**src/rtl/k007232_host_wr_if.sv**
```systemverilog
// k007232_host_wr_if: host write-request handshake plus the 007232 chip-side bus.
interface k007232_host_wr_if;
    logic       REQ_VALID;
    logic       REQ_READY;
    logic [3:0] REQ_REG;
    logic [7:0] REQ_DATA;
    logic [3:0] AB;
    logic [7:0] DB;
    logic       DB_OE;
    logic       DACS;
    logic       NRCS;
    logic       NRD;
    logic       BUSY;

    modport master (
        output REQ_VALID, REQ_REG, REQ_DATA,
        input  REQ_READY, AB, DB, DB_OE, DACS, NRCS, NRD, BUSY
    );

    modport slave (
        input  REQ_VALID, REQ_REG, REQ_DATA,
        output REQ_READY, AB, DB, DB_OE, DACS, NRCS, NRD, BUSY
    );
endinterface

```
**src/rtl/k007232_host_wr.sv**
```systemverilog
// k007232_host_wr: buffers host register writes and replays them to the 007232 with setup/strobe/hold timing.
// Define HOSTWR_FIFO_EN for a 4-entry request FIFO; otherwise a single holding register is used.
module k007232_host_wr #(
    parameter int SETUP_CYC  = 1,
    parameter int STROBE_CYC = 2,
    parameter int HOLD_CYC   = 1
) (
    input  logic CLK,
    input  logic NRES,
    k007232_host_wr_if.slave bus
);
    typedef enum logic [1:0] {IDLE, SETUP, STROBE, HOLD} state_t;

    localparam logic [3:0] SETUP_LD  = 4'(SETUP_CYC - 1);
    localparam logic [3:0] STROBE_LD = 4'(STROBE_CYC - 1);
    localparam logic [3:0] HOLD_LD   = (HOLD_CYC > 0) ? 4'(HOLD_CYC - 1) : 4'd0;

    state_t     state;
    logic [3:0] cnt;
    logic [3:0] ab_q;
    logic [7:0] db_q;
    logic       db_oe_q;
    logic       dacs_q;
    logic       busy_q;
    logic       ready;
    logic       push;
    logic       pop;
    logic       has_entry;
    logic       pending_nxt;
    logic       idle_nxt;
    logic [3:0] head_reg;
    logic [7:0] head_data;

    assign push = bus.REQ_VALID && ready;
    assign pop  = (state == IDLE) && has_entry;

    // True when the FSM will be sitting in IDLE after the coming edge.
    assign idle_nxt = ((state == IDLE) && !pop)
                   || ((state == STROBE) && (cnt == 4'd0) && (HOLD_CYC == 0))
                   || ((state == HOLD) && (cnt == 4'd0));

`ifdef HOSTWR_FIFO_EN
    logic [11:0] mem [4];
    logic [1:0]  wr_ptr;
    logic [1:0]  rd_ptr;
    logic [2:0]  count;
    logic [2:0]  count_nxt;

    always_comb begin
        count_nxt = count;
        if (push && !pop) begin
            count_nxt = count + 3'd1;
        end else if (pop && !push) begin
            count_nxt = count - 3'd1;
        end
    end

    assign has_entry             = (count != 3'd0);
    assign pending_nxt           = (count_nxt != 3'd0);
    assign {head_reg, head_data} = mem[rd_ptr];

    always_ff @(posedge CLK) begin
        if (push) begin
            mem[wr_ptr] <= {bus.REQ_REG, bus.REQ_DATA};
        end
    end

    always_ff @(posedge CLK or negedge NRES) begin
        if (!NRES) begin
            wr_ptr <= 2'd0;
            rd_ptr <= 2'd0;
            count  <= 3'd0;
            ready  <= 1'b0;
        end else begin
            if (push) begin
                wr_ptr <= wr_ptr + 2'd1;
            end
            if (pop) begin
                rd_ptr <= rd_ptr + 2'd1;
            end
            count <= count_nxt;
            ready <= (count_nxt != 3'd4);
        end
    end
`else
    logic [11:0] hold_q;
    logic        hold_valid;

    assign has_entry             = hold_valid;
    assign pending_nxt           = push || (hold_valid && !pop);
    assign {head_reg, head_data} = hold_q;

    // Ready only reopens once the previous write has fully drained back to IDLE.
    always_ff @(posedge CLK or negedge NRES) begin
        if (!NRES) begin
            hold_q     <= 12'd0;
            hold_valid <= 1'b0;
            ready      <= 1'b0;
        end else begin
            if (push) begin
                hold_q     <= {bus.REQ_REG, bus.REQ_DATA};
                hold_valid <= 1'b1;
            end else if (pop) begin
                hold_valid <= 1'b0;
            end
            ready <= idle_nxt && !pending_nxt;
        end
    end
`endif

    always_ff @(posedge CLK or negedge NRES) begin
        if (!NRES) begin
            state   <= IDLE;
            cnt     <= 4'd0;
            ab_q    <= 4'd0;
            db_q    <= 8'd0;
            db_oe_q <= 1'b0;
            dacs_q  <= 1'b1;
            busy_q  <= 1'b0;
        end else begin
            busy_q <= pending_nxt || !idle_nxt;
            case (state)
                IDLE: begin
                    if (has_entry) begin
                        ab_q    <= {head_reg[3:1], ~head_reg[0]};
                        db_q    <= head_data;
                        db_oe_q <= 1'b1;
                        cnt     <= SETUP_LD;
                        state   <= SETUP;
                    end
                end
                SETUP: begin
                    if (cnt == 4'd0) begin
                        dacs_q <= 1'b0;
                        cnt    <= STROBE_LD;
                        state  <= STROBE;
                    end else begin
                        cnt <= cnt - 4'd1;
                    end
                end
                STROBE: begin
                    if (cnt == 4'd0) begin
                        dacs_q <= 1'b1;
                        if (HOLD_CYC == 0) begin
                            db_oe_q <= 1'b0;
                            state   <= IDLE;
                        end else begin
                            cnt   <= HOLD_LD;
                            state <= HOLD;
                        end
                    end else begin
                        cnt <= cnt - 4'd1;
                    end
                end
                HOLD: begin
                    if (cnt == 4'd0) begin
                        db_oe_q <= 1'b0;
                        state   <= IDLE;
                    end else begin
                        cnt <= cnt - 4'd1;
                    end
                end
                default: state <= IDLE;
            endcase
        end
    end

    assign bus.REQ_READY = ready;
    assign bus.AB        = ab_q;
    assign bus.DB        = db_q;
    assign bus.DB_OE     = db_oe_q;
    assign bus.DACS      = dacs_q;
    assign bus.BUSY      = busy_q;
    assign bus.NRCS      = 1'b1;
    assign bus.NRD       = 1'b0;
endmodule

```
**src/flat_wrapper.sv**
```systemverilog
// flat-port wrapper written by rule: the top's interface ports become plain ports
module k007232_host_wr_flat 
#(
    parameter int SETUP_CYC  = 1,
    parameter int STROBE_CYC = 2,
    parameter int HOLD_CYC   = 1
)
  (CLK, NRES, bus_REQ_VALID, bus_REQ_REG, bus_REQ_DATA, bus_REQ_READY, bus_AB, bus_DB, bus_DB_OE, bus_DACS, bus_NRCS, bus_NRD, bus_BUSY);
  k007232_host_wr_if bus_i ();
  input  logic CLK;
  input  logic NRES;
  input wire logic [$bits(bus_i.REQ_VALID)-1:0] bus_REQ_VALID;
  input wire logic [$bits(bus_i.REQ_REG)-1:0] bus_REQ_REG;
  input wire logic [$bits(bus_i.REQ_DATA)-1:0] bus_REQ_DATA;
  output wire logic [$bits(bus_i.REQ_READY)-1:0] bus_REQ_READY;
  output wire logic [$bits(bus_i.AB)-1:0] bus_AB;
  output wire logic [$bits(bus_i.DB)-1:0] bus_DB;
  output wire logic [$bits(bus_i.DB_OE)-1:0] bus_DB_OE;
  output wire logic [$bits(bus_i.DACS)-1:0] bus_DACS;
  output wire logic [$bits(bus_i.NRCS)-1:0] bus_NRCS;
  output wire logic [$bits(bus_i.NRD)-1:0] bus_NRD;
  output wire logic [$bits(bus_i.BUSY)-1:0] bus_BUSY;
  assign bus_i.REQ_VALID = bus_REQ_VALID;
  assign bus_i.REQ_REG = bus_REQ_REG;
  assign bus_i.REQ_DATA = bus_REQ_DATA;
  assign bus_REQ_READY = bus_i.REQ_READY;
  assign bus_AB = bus_i.AB;
  assign bus_DB = bus_i.DB;
  assign bus_DB_OE = bus_i.DB_OE;
  assign bus_DACS = bus_i.DACS;
  assign bus_NRCS = bus_i.NRCS;
  assign bus_NRD = bus_i.NRD;
  assign bus_BUSY = bus_i.BUSY;
  k007232_host_wr #(.SETUP_CYC(SETUP_CYC), .STROBE_CYC(STROBE_CYC), .HOLD_CYC(HOLD_CYC)) u_core (.CLK(CLK), .NRES(NRES), .bus(bus_i));
endmodule
```
**config.mk**
```make
export PLATFORM = sky130hd
export DESIGN_NAME = k007232_host_wr_flat
export DESIGN_NICKNAME = d
export VERILOG_FILES = /design/src/rtl/k007232_host_wr_if.sv /design/src/rtl/k007232_host_wr.sv /design/src/flat_wrapper.sv
export SDC_FILE = /design/constraint.sdc
export NUM_CORES = 1
export LEC_CHECK = 0
export BUFFER_PORTS_ARGS = -buffer_cell sky130_fd_sc_hd__buf_2
export CORE_UTILIZATION = 50
export CTS_CLUSTER_DIAMETER = 50
export CTS_CLUSTER_SIZE = 12
export DETAILED_ROUTE_END_ITERATION = 12
export PLACE_DENSITY = 0.86
export SYNTH_ARGS = -nofsm -noshare
export SYNTH_HDL_FRONTEND = slang
export SYNTH_SLANG_ARGS = --single-unit
```
**constraint.sdc**
```tcl
create_clock -name CLK -period 2.12 [get_ports CLK]
set_input_delay 0.318 -clock CLK [delete_from_list [all_inputs] [get_ports CLK]]
set_output_delay 0.318 -clock CLK [all_outputs]
set_load 0.05 [all_outputs]
```
==> impl_summary.log, run 1 <==
INFO  metric cts_setup_buffers = 0
INFO  metric max_stage_delay = ~0.48 ns
INFO  metric port_buffers = 30
INFO  metric rsz0062_at_grt = false
INFO  metric yosysUniqueCellTypes = 29
INFO  metric tritoncts_buffers = 5
INFO  metric grt-ovfl-total = 0
INFO  metric core-area = roughly 3000 sq um
INFO  metric timing.fmax = 514 MHz
INFO  metric path_type_of_the_worst_setup_path = flip-flop to flip-flop
INFO  metric insertion_delay = around 0.34 ns
INFO  metric postSynthCellCount = about 120
INFO  metric worstPathMaxFanout = 9
INFO  metric synth.ff_latch_count = 35
INFO  metric final_slew_violations = 0
INFO  metric synth_area_per_cell = roughly 13 sq um
INFO  metric critical_path.startpoint_type = flip-flop
INFO  metric outcome = finished, final reports clean
INFO  metric hold_path_class = input port to async pin
INFO  metric crit_path_top_delay_cell = sky130_fd_sc_hd__nor2b_1
INFO  metric detailedRoute.firstIterationViolations = 67
INFO  metric hpwl = just under 2000 um
INFO  metric drive_above_1_share = between 40% and 50%
INFO  metric synth_sequential_area_ratio = a little under three fifths
INFO  metric place.gp.congestion = 0.771
INFO  metric place_inst = 190
INFO  metric totalNegativeSetupSlack = 0 ns
INFO  metric cts_repair_resize_count = 0
INFO  metric cts_hold_buf = 0
INFO  metric count_of_standard_cell_rows = 20
INFO  metric cts-root-to-sink-buffers = 2
INFO  metric ys_top_cells_by_area = sky130_fd_sc_hd__dfrtp_1, sky130_fd_sc_hd__mux2_2, sky130_fd_sc_hd__ha_1, sky130_fd_sc_hd__o21ai_0, sky130_fd_sc_hd__o41ai_2
INFO  metric post_layout_nonfiller_instances = 198
INFO  metric grt_pass1_vias = just over 1000
INFO  metric maximum_number_of_pins_on_one_net_before_global_route_repair = 36
INFO  metric die_area = 3400 sq um
INFO  metric wl = approximately 2700 um
INFO  metric die_w = ~58 um
INFO  metric period_minus_slack = slightly below 2 ns
INFO  metric first_pass_grt_wire_length = 4590 um
INFO  metric tritoncts = built
INFO  metric routed_vias_inst = roughly 5
INFO  metric synth_area = between 1500 and 2000 sq um
INFO  metric layout.filler_cells = about 250
INFO  metric path_buf_inv = 1
INFO  metric drt_first_pass_iters = 4
INFO  metric maxCapViolations = 0
INFO  metric detail_route.drc_violations = 0
INFO  metric area_growth = 16.1%
INFO  metric crit_path_end_kind = flip-flop
INFO  metric final_hold_viol_count = 0
INFO  metric detail_route.wl_per_cell = 13.8 um
INFO  metric initial_core_util = 52.4%
INFO  metric nNetsFinal = roughly 180
INFO  metric finalSetupViolCount = 0
INFO  metric die_y = around 58 um
INFO  metric transition_time_at_the_pin_with_the_least_slew_margin = around 0.74 ns
INFO  metric detailed_route_via_count = slightly above 1000
INFO  metric grt_antenna_before_repair = 0
INFO  metric clock_sink_count = 35
INFO  metric root_buffer_master = sky130_fd_sc_hd__clkbuf_4
INFO  metric cts.reportedPaths.clkPinSlew = approximately 0.11 ns
INFO  metric finClkSkew = between 0.008 and 0.009 ns
INFO  metric critPathArrivalTime = 2.17 ns
INFO  metric synth_top_cell_area_share = between 50% and 60%
INFO  metric ios = 33
INFO  metric yosys_warnings = 0
INFO  metric synth_top_cell_by_area = sky130_fd_sc_hd__dfrtp_1
INFO  metric timing.slew.headroom = between 50% and 60%
INFO  metric post-route-period-util = about nine tenths
INFO  metric antenna_violating_nets_post_route = 0
INFO  metric finish.utilization = 60.8%
INFO  metric grt.total_usage = between 10% and 20%
INFO  metric cts_htree_levels = 2
INFO  metric num_antenna_cells = 0
INFO  metric crit_family = simple AND/OR/NAND/NOR gates
INFO  metric crit_path_cell_trace = inv_1, ha_1, nor2b_1, o21bai_1, mux2_2
INFO  metric critPathRequiredTime = 2.35 ns
INFO  metric syn-num-nets = about 140
final timing paths:
path	slack, ns	cells after the start	from	end
min	0.02	1	NRES	u_core.bus.AB[3]$_DFFE_PN0P_
max reg2reg	0.17	5	u_core.state[0]$_DFFE_PN0P_	u_core.state[1]$_DFFE_PN0P_
max in group asynchronous	1.62	1	NRES	u_core.hold_q[5]$_DFFE_PN0P_
max	0.17	5	u_core.state[0]$_DFFE_PN0P_	u_core.state[1]$_DFFE_PN0P_
min reg2reg	0.48	1	u_core.hold_q[8]$_DFFE_PN0P_	u_core.bus.AB[0]$_DFFE_PN0P_
min in group CLK	0.20	2	bus_REQ_DATA[0]	u_core.hold_q[0]$_DFFE_PN0P_
flip-flops by register name (all words and copies together) (netlist names):
| signal | flops |
|---|---|
| u_core.bus.DACS | 1 |
| u_core.hold_q | 12 |
| u_core.cnt | 4 |
| u_core.bus.DB_OE | 1 |
| u_core.has_entry | 1 |
| u_core.bus.AB | 4 |
| u_core.bus.BUSY | 1 |
| u_core.state | 2 |
| u_core.bus.REQ_READY | 1 |
| u_core.bus.DB | 8 |
area by class of cell:
| cell class | count | area, sq um | area share, % |
|---|---|---|---|
| well taps | 44 | 55.1 | 2.99 |
| clock inverters | 2 | 35.0 | 1.90 |
| clock buffers | 6 | 51.3 | 2.79 |
| inverters | 6 | 22.5 | 1.22 |
| flip-flops and latches | 35 | 877 | 47.7 |
| repair buffers | 30 | 150 | 8.16 |
| multi-input cells | 75 | 649 | 35.3 |
kinds of logic after synthesis:
| family | count (synthesis) | share of synthesized area (%) |
|---|---|---|
| flops | 35 | 55.3 |
| mux | 24 | 17.0 |
| simple gates | 22 | 8.60 |
| compound gates | 20 | 9.31 |
| buf+inv | 11 | 3.71 |
| fa+ha+maj | 7 | 5.52 |
| other cells | 2 | 0.474 |
stage by stage:
step | hold slack, ns | setup WS, ns | instance area, sq um
2_1_floorplan | 0.0224 | 0.569 | 1590
3_3_place_gp | 0.412 | 0.339 | 1750
3_5_place_dp | 0.433 | 0.224 | 1750
4_1_cts | 0.0507 | 0.196 | 1840
5_1_grt | 0.0806 | 0.0562 | 1840
6_report | 0.0233 | 0.173 | 1840
Yosys cell counts:
master	count
sky130_fd_sc_hd__nor2b_1	2
sky130_fd_sc_hd__ha_1	7
sky130_fd_sc_hd__dfstp_2	1
sky130_fd_sc_hd__nand2b_1	3
sky130_fd_sc_hd__inv_1	6
sky130_fd_sc_hd__o21bai_1	1
sky130_fd_sc_hd__or3b_4	1
sky130_fd_sc_hd__mux2_2	24
sky130_fd_sc_hd__nand2_1	6
sky130_fd_sc_hd__nor2_1	1
sky130_fd_sc_hd__nor4bb_1	1
sky130_fd_sc_hd__buf_2	2
sky130_fd_sc_hd__buf_6	1
sky130_fd_sc_hd__conb_1	2
sky130_fd_sc_hd__or2_2	1
sky130_fd_sc_hd__o41ai_2	2
sky130_fd_sc_hd__a211oi_2	1
sky130_fd_sc_hd__nor3b_1	1
sky130_fd_sc_hd__a31oi_1	1
sky130_fd_sc_hd__dfrtp_1	34
sky130_fd_sc_hd__a21oi_1	4
sky130_fd_sc_hd__buf_4	2
sky130_fd_sc_hd__a22oi_1	1
sky130_fd_sc_hd__or4b_1	2
sky130_fd_sc_hd__nor3_1	3
sky130_fd_sc_hd__a2111o_1	1
sky130_fd_sc_hd__o21ai_0	7
sky130_fd_sc_hd__o211ai_1	2
sky130_fd_sc_hd__or2_4	1
placed cells by master (no fill, tap or decap), types with 2 or more instances in the layout:
master	instances
sky130_fd_sc_hd__a21oi_1	4
sky130_fd_sc_hd__buf_2	30
sky130_fd_sc_hd__clkbuf_4	5
sky130_fd_sc_hd__conb_1	2
sky130_fd_sc_hd__dfrtp_1	34
sky130_fd_sc_hd__ha_1	7
sky130_fd_sc_hd__inv_1	6
sky130_fd_sc_hd__mux2_2	24
sky130_fd_sc_hd__nand2_1	6
sky130_fd_sc_hd__nand2b_1	3
sky130_fd_sc_hd__nor2b_1	2
sky130_fd_sc_hd__nor3_1	3
sky130_fd_sc_hd__o211ai_1	2
sky130_fd_sc_hd__o21ai_0	7
sky130_fd_sc_hd__o41ai_2	2
sky130_fd_sc_hd__or4b_1	2
routing by layer:
| layer | track usage [%] | up-vias | wire length, um |
|---|---|---|---|
| met1 | 21.8 | 485 | 1190 |
| li1 | - | 486 | - |
| met3 | 6.15 | 2 | 156 |
| met5 | 0 | - | 0 |
| met4 | 6.12 | 0 | 31 |
| met2 | 32.0 | 37 | 1350 |
Power of run 1 is left out: the tool's default activity adds up to more than one toggle a clock period on the data nets, which glitch-free logic cannot reach.
==> inputs of run 2 (changes only) <==
--- a/config.mk
+++ b/config.mk
@@ -6,11 +6,12 @@
 export NUM_CORES = 1
 export LEC_CHECK = 0
 export BUFFER_PORTS_ARGS = -buffer_cell sky130_fd_sc_hd__buf_2
-export CORE_UTILIZATION = 50
+export CORE_UTILIZATION = 48
 export CTS_CLUSTER_DIAMETER = 50
 export CTS_CLUSTER_SIZE = 12
 export DETAILED_ROUTE_END_ITERATION = 12
 export PLACE_DENSITY = 0.86
+export SETUP_SLACK_MARGIN = 0.4
 export SYNTH_ARGS = -nofsm -noshare
 export SYNTH_HDL_FRONTEND = slang
 export SYNTH_SLANG_ARGS = --single-unit
==> constraint.sdc (replaced) <==
create_clock -name CLK -period 1.6 [get_ports CLK]
set_input_delay 0.24 -clock CLK [delete_from_list [all_inputs] [get_ports CLK]]
set_output_delay 0.24 -clock CLK [all_outputs]
set_load 0.05 [all_outputs]
==> run 2 against run 1 <==
Net effect: hold slack improved by 0.12 ns; fmax increased by 25%; final cell count increased by 12%; global-route usage increased by 3.4 points; critical endpoint unchanged; count of clock-buffer cells in the layout unchanged.
==> impl_summary.log, run 2 (synthesis gave the netlist of run 1 again) <==
INFO  metric outcome = finished, final reports clean
INFO  metric num_antenna_cells = 0
INFO  metric cts.reportedPaths.clkPinSlew = 0.11 ns
INFO  metric path_type_of_the_worst_setup_path = flip-flop to flip-flop
INFO  metric initial_core_util = a little over 50%
INFO  metric cts_htree_levels = 2
INFO  metric p_leak = 0.00107 uW
INFO  metric crit_family = flip-flops
INFO  metric routed_vias_inst = 5.30
INFO  metric root_buffer_master = sky130_fd_sc_hd__clkbuf_4
INFO  metric port_buffers = 30
INFO  metric core-area = 3100 sq um
INFO  metric final_hold_viol_count = 0
INFO  metric period_minus_slack = around 1.6 ns
INFO  metric hpwl = around 2100 um
INFO  metric maxCapViolations = 0
INFO  metric final_cell_mix = sky130_fd_sc_hd__dfrtp_1, sky130_fd_sc_hd__buf_4, sky130_fd_sc_hd__mux2_2, sky130_fd_sc_hd__buf_2, sky130_fd_sc_hd__mux2_4
INFO  metric clock_sink_count = 35
INFO  metric detail_route.wl_per_cell = 17.1 um
INFO  metric power_density = 2450 nW/um^2
INFO  metric post_layout_nonfiller_instances = ~220
INFO  metric finish.utilization = 74.3%
INFO  metric die_area = about 3500 sq um
INFO  metric worstPathMaxFanout = 4
INFO  metric max_stage_delay = 0.49 ns
INFO  metric die_w = about 59 um
INFO  metric finClkSkew = just over 0.005 ns
INFO  metric area_growth = 45.5%
INFO  metric cts-root-to-sink-buffers = 2
INFO  metric final_slew_violations = 0
INFO  metric detail_route.drc_violations = 0
INFO  metric post-route-period-util = between 90% and 100%
INFO  metric largest_reg_flops = 12
INFO  metric crit_path_end_kind = flip-flop
INFO  metric place_inst = 192
INFO  metric grt-ovfl-total = 0
INFO  metric critPathArrivalTime = between 1.5 and 2 ns
INFO  metric ios = 33
INFO  metric rsz0062_at_grt = true
INFO  metric finalSetupViolCount = 0
INFO  metric worst_ir_drop_vdd = roughly 1.4 mV
INFO  metric detailedRoute.firstIterationViolations = 21
INFO  metric die_y = 59.5 um
INFO  metric first_pass_grt_wire_length = about 5500 um
INFO  metric timing.fmax = between 600 and 700 MHz
INFO  metric crit_path_top_delay_cell = sky130_fd_sc_hd__dfrtp_2
INFO  metric wl = ~3800 um
INFO  metric hold_path_class = input port to flip-flop
INFO  metric antenna_violating_nets_post_route = 0
INFO  metric largest-register = u_core.hold_q
INFO  metric drive_above_1_share = approximately 66%
INFO  metric place.gp.congestion = between 0.8 and 0.9
INFO  metric detailed_route_via_count = between 1000 and 1500
INFO  metric critical_path.startpoint_type = flip-flop
INFO  metric grt_antenna_before_repair = 0
INFO  metric maximum_number_of_pins_on_one_net_before_global_route_repair = 36
INFO  metric crit_path_cell_trace = ha_4, buf_12, nor3_4, o21bai_4, mux2_2
INFO  metric count_of_standard_cell_rows = 20
INFO  metric insertion_delay = 0.32 ns
INFO  metric totalNegativeSetupSlack = 0 ns
INFO  metric path_buf_inv = 1
INFO  metric tritoncts_buffers = 5
INFO  metric grt.total_usage = a little over a fifth
INFO  metric tritoncts = built
INFO  metric grt_pass1_vias = 1250
INFO  metric final_common_cell = sky130_fd_sc_hd__dfrtp_1
INFO  metric nNetsFinal = just under 200
INFO  metric critPathRequiredTime = 1.81 ns
INFO  metric drt_first_pass_iters = 4
-- run 2: cell types whose count changed in the layout (fill, tap and decap cells not counted), moves of 4 or more --
cell,change
sky130_fd_sc_hd__mux2_2,-10
sky130_fd_sc_hd__buf_4,+23
sky130_fd_sc_hd__ha_1,-6
sky130_fd_sc_hd__o21ai_0,-5
sky130_fd_sc_hd__buf_2,-16
sky130_fd_sc_hd__ha_4,+5
sky130_fd_sc_hd__inv_1,-4
sky130_fd_sc_hd__mux2_4,+10
sky130_fd_sc_hd__buf_6,+9
-- run 2: layout make-up --
type	instances	area [sq um]
repair buffers	52	412
fillers	216	797
inverters	6	27.5
well taps	44	55.1
clock buffers	6	41.3
multi-input cells	76	877
clock inverters	2	12.5
flip-flops and latches	35	881
-- run 2: repair_timing --
action | 4_1_cts | 5_1_grt
setup buffers | 12 | 7
gates cloned | 1 | 0
hold buffers | 1 | 0
pin swaps | 7 | 8
setup endpoints to repair | 44 | 35
endpoints found under the hold margin | 34 | 0
gates resized for setup | 30 | 27
-- run 2: metal layers --
layer | GRT usage, % | vias to the layer above | part of all wire, %
met2 | 40.0 | 31 | 53
met5 | 0 | - | 0
met1 | 24.0 | 600 | 42
met4 | 8.50 | 0 | 1.7
li1 | - | 535 | -
met3 | 6.11 | 6 | 3.0
-- run 2: path summary, 6_finish.rpt --
check	startpoint	end	slack [ns]	cells past startpoint
max	u_core.state[1]$_DFFE_PN0P_	u_core.state[1]$_DFFE_PN0P_	0.04	5
min	bus_REQ_DATA[6]	u_core.hold_q[6]$_DFFE_PN0P_	0.15	2
max reg2reg	u_core.state[1]$_DFFE_PN0P_	u_core.state[1]$_DFFE_PN0P_	0.04	5
min reg2reg	u_core.hold_q[8]$_DFFE_PN0P_	u_core.bus.AB[0]$_DFFE_PN0P_	0.47	1
max in group asynchronous	NRES	u_core.bus.DACS$_DFFE_PN1P_	0.79	3
min in group asynchronous	NRES	u_core.bus.AB[3]$_DFFE_PN0P_	0.47	3
-- run 2: metrics by stage --
| step | hold WS, ns | power, uW | worst slack, ns | area [sq um] |
|---|---|---|---|---|
| after floorplan | -0.0556 | 3640 | 0.145 | 1700 |
| after global placement | 0.286 | 4020 | 0.0970 | 1870 |
| after detailed placement | 0.296 | 4150 | 0.00341 | 1870 |
| after CTS | 0.125 | 5160 | 0.0813 | 2160 |
| after global routing | 0.127 | 5970 | -0.00539 | 2310 |
| final | 0.145 | 5650 | 0.0378 | 2310 |
-- run 2: worst register-to-register path, delay by kind of cell, from the launching register on --
kind            cells  cell delay (ns)
flops               1             0.49
fa+ha+maj           1             0.21
compound gates      1             0.10
simple gates        1             0.26
buf+inv             1             0.12
mux                 1             0.28
-- run 2: power by group --
group / total (uW) / switching [uW] / internal (uW) / leakage (uW)
Sequential: 1670 / 351 / 1320 / 0.000417
Clock: 457 / 288 / 170 / 0.0000282
Combinational: 3520 / 1810 / 1700 / 0.000629
Total: 5650 / 2450 / 3200 / 0.00107
Note: power is estimated with default switching activity, not from simulation.
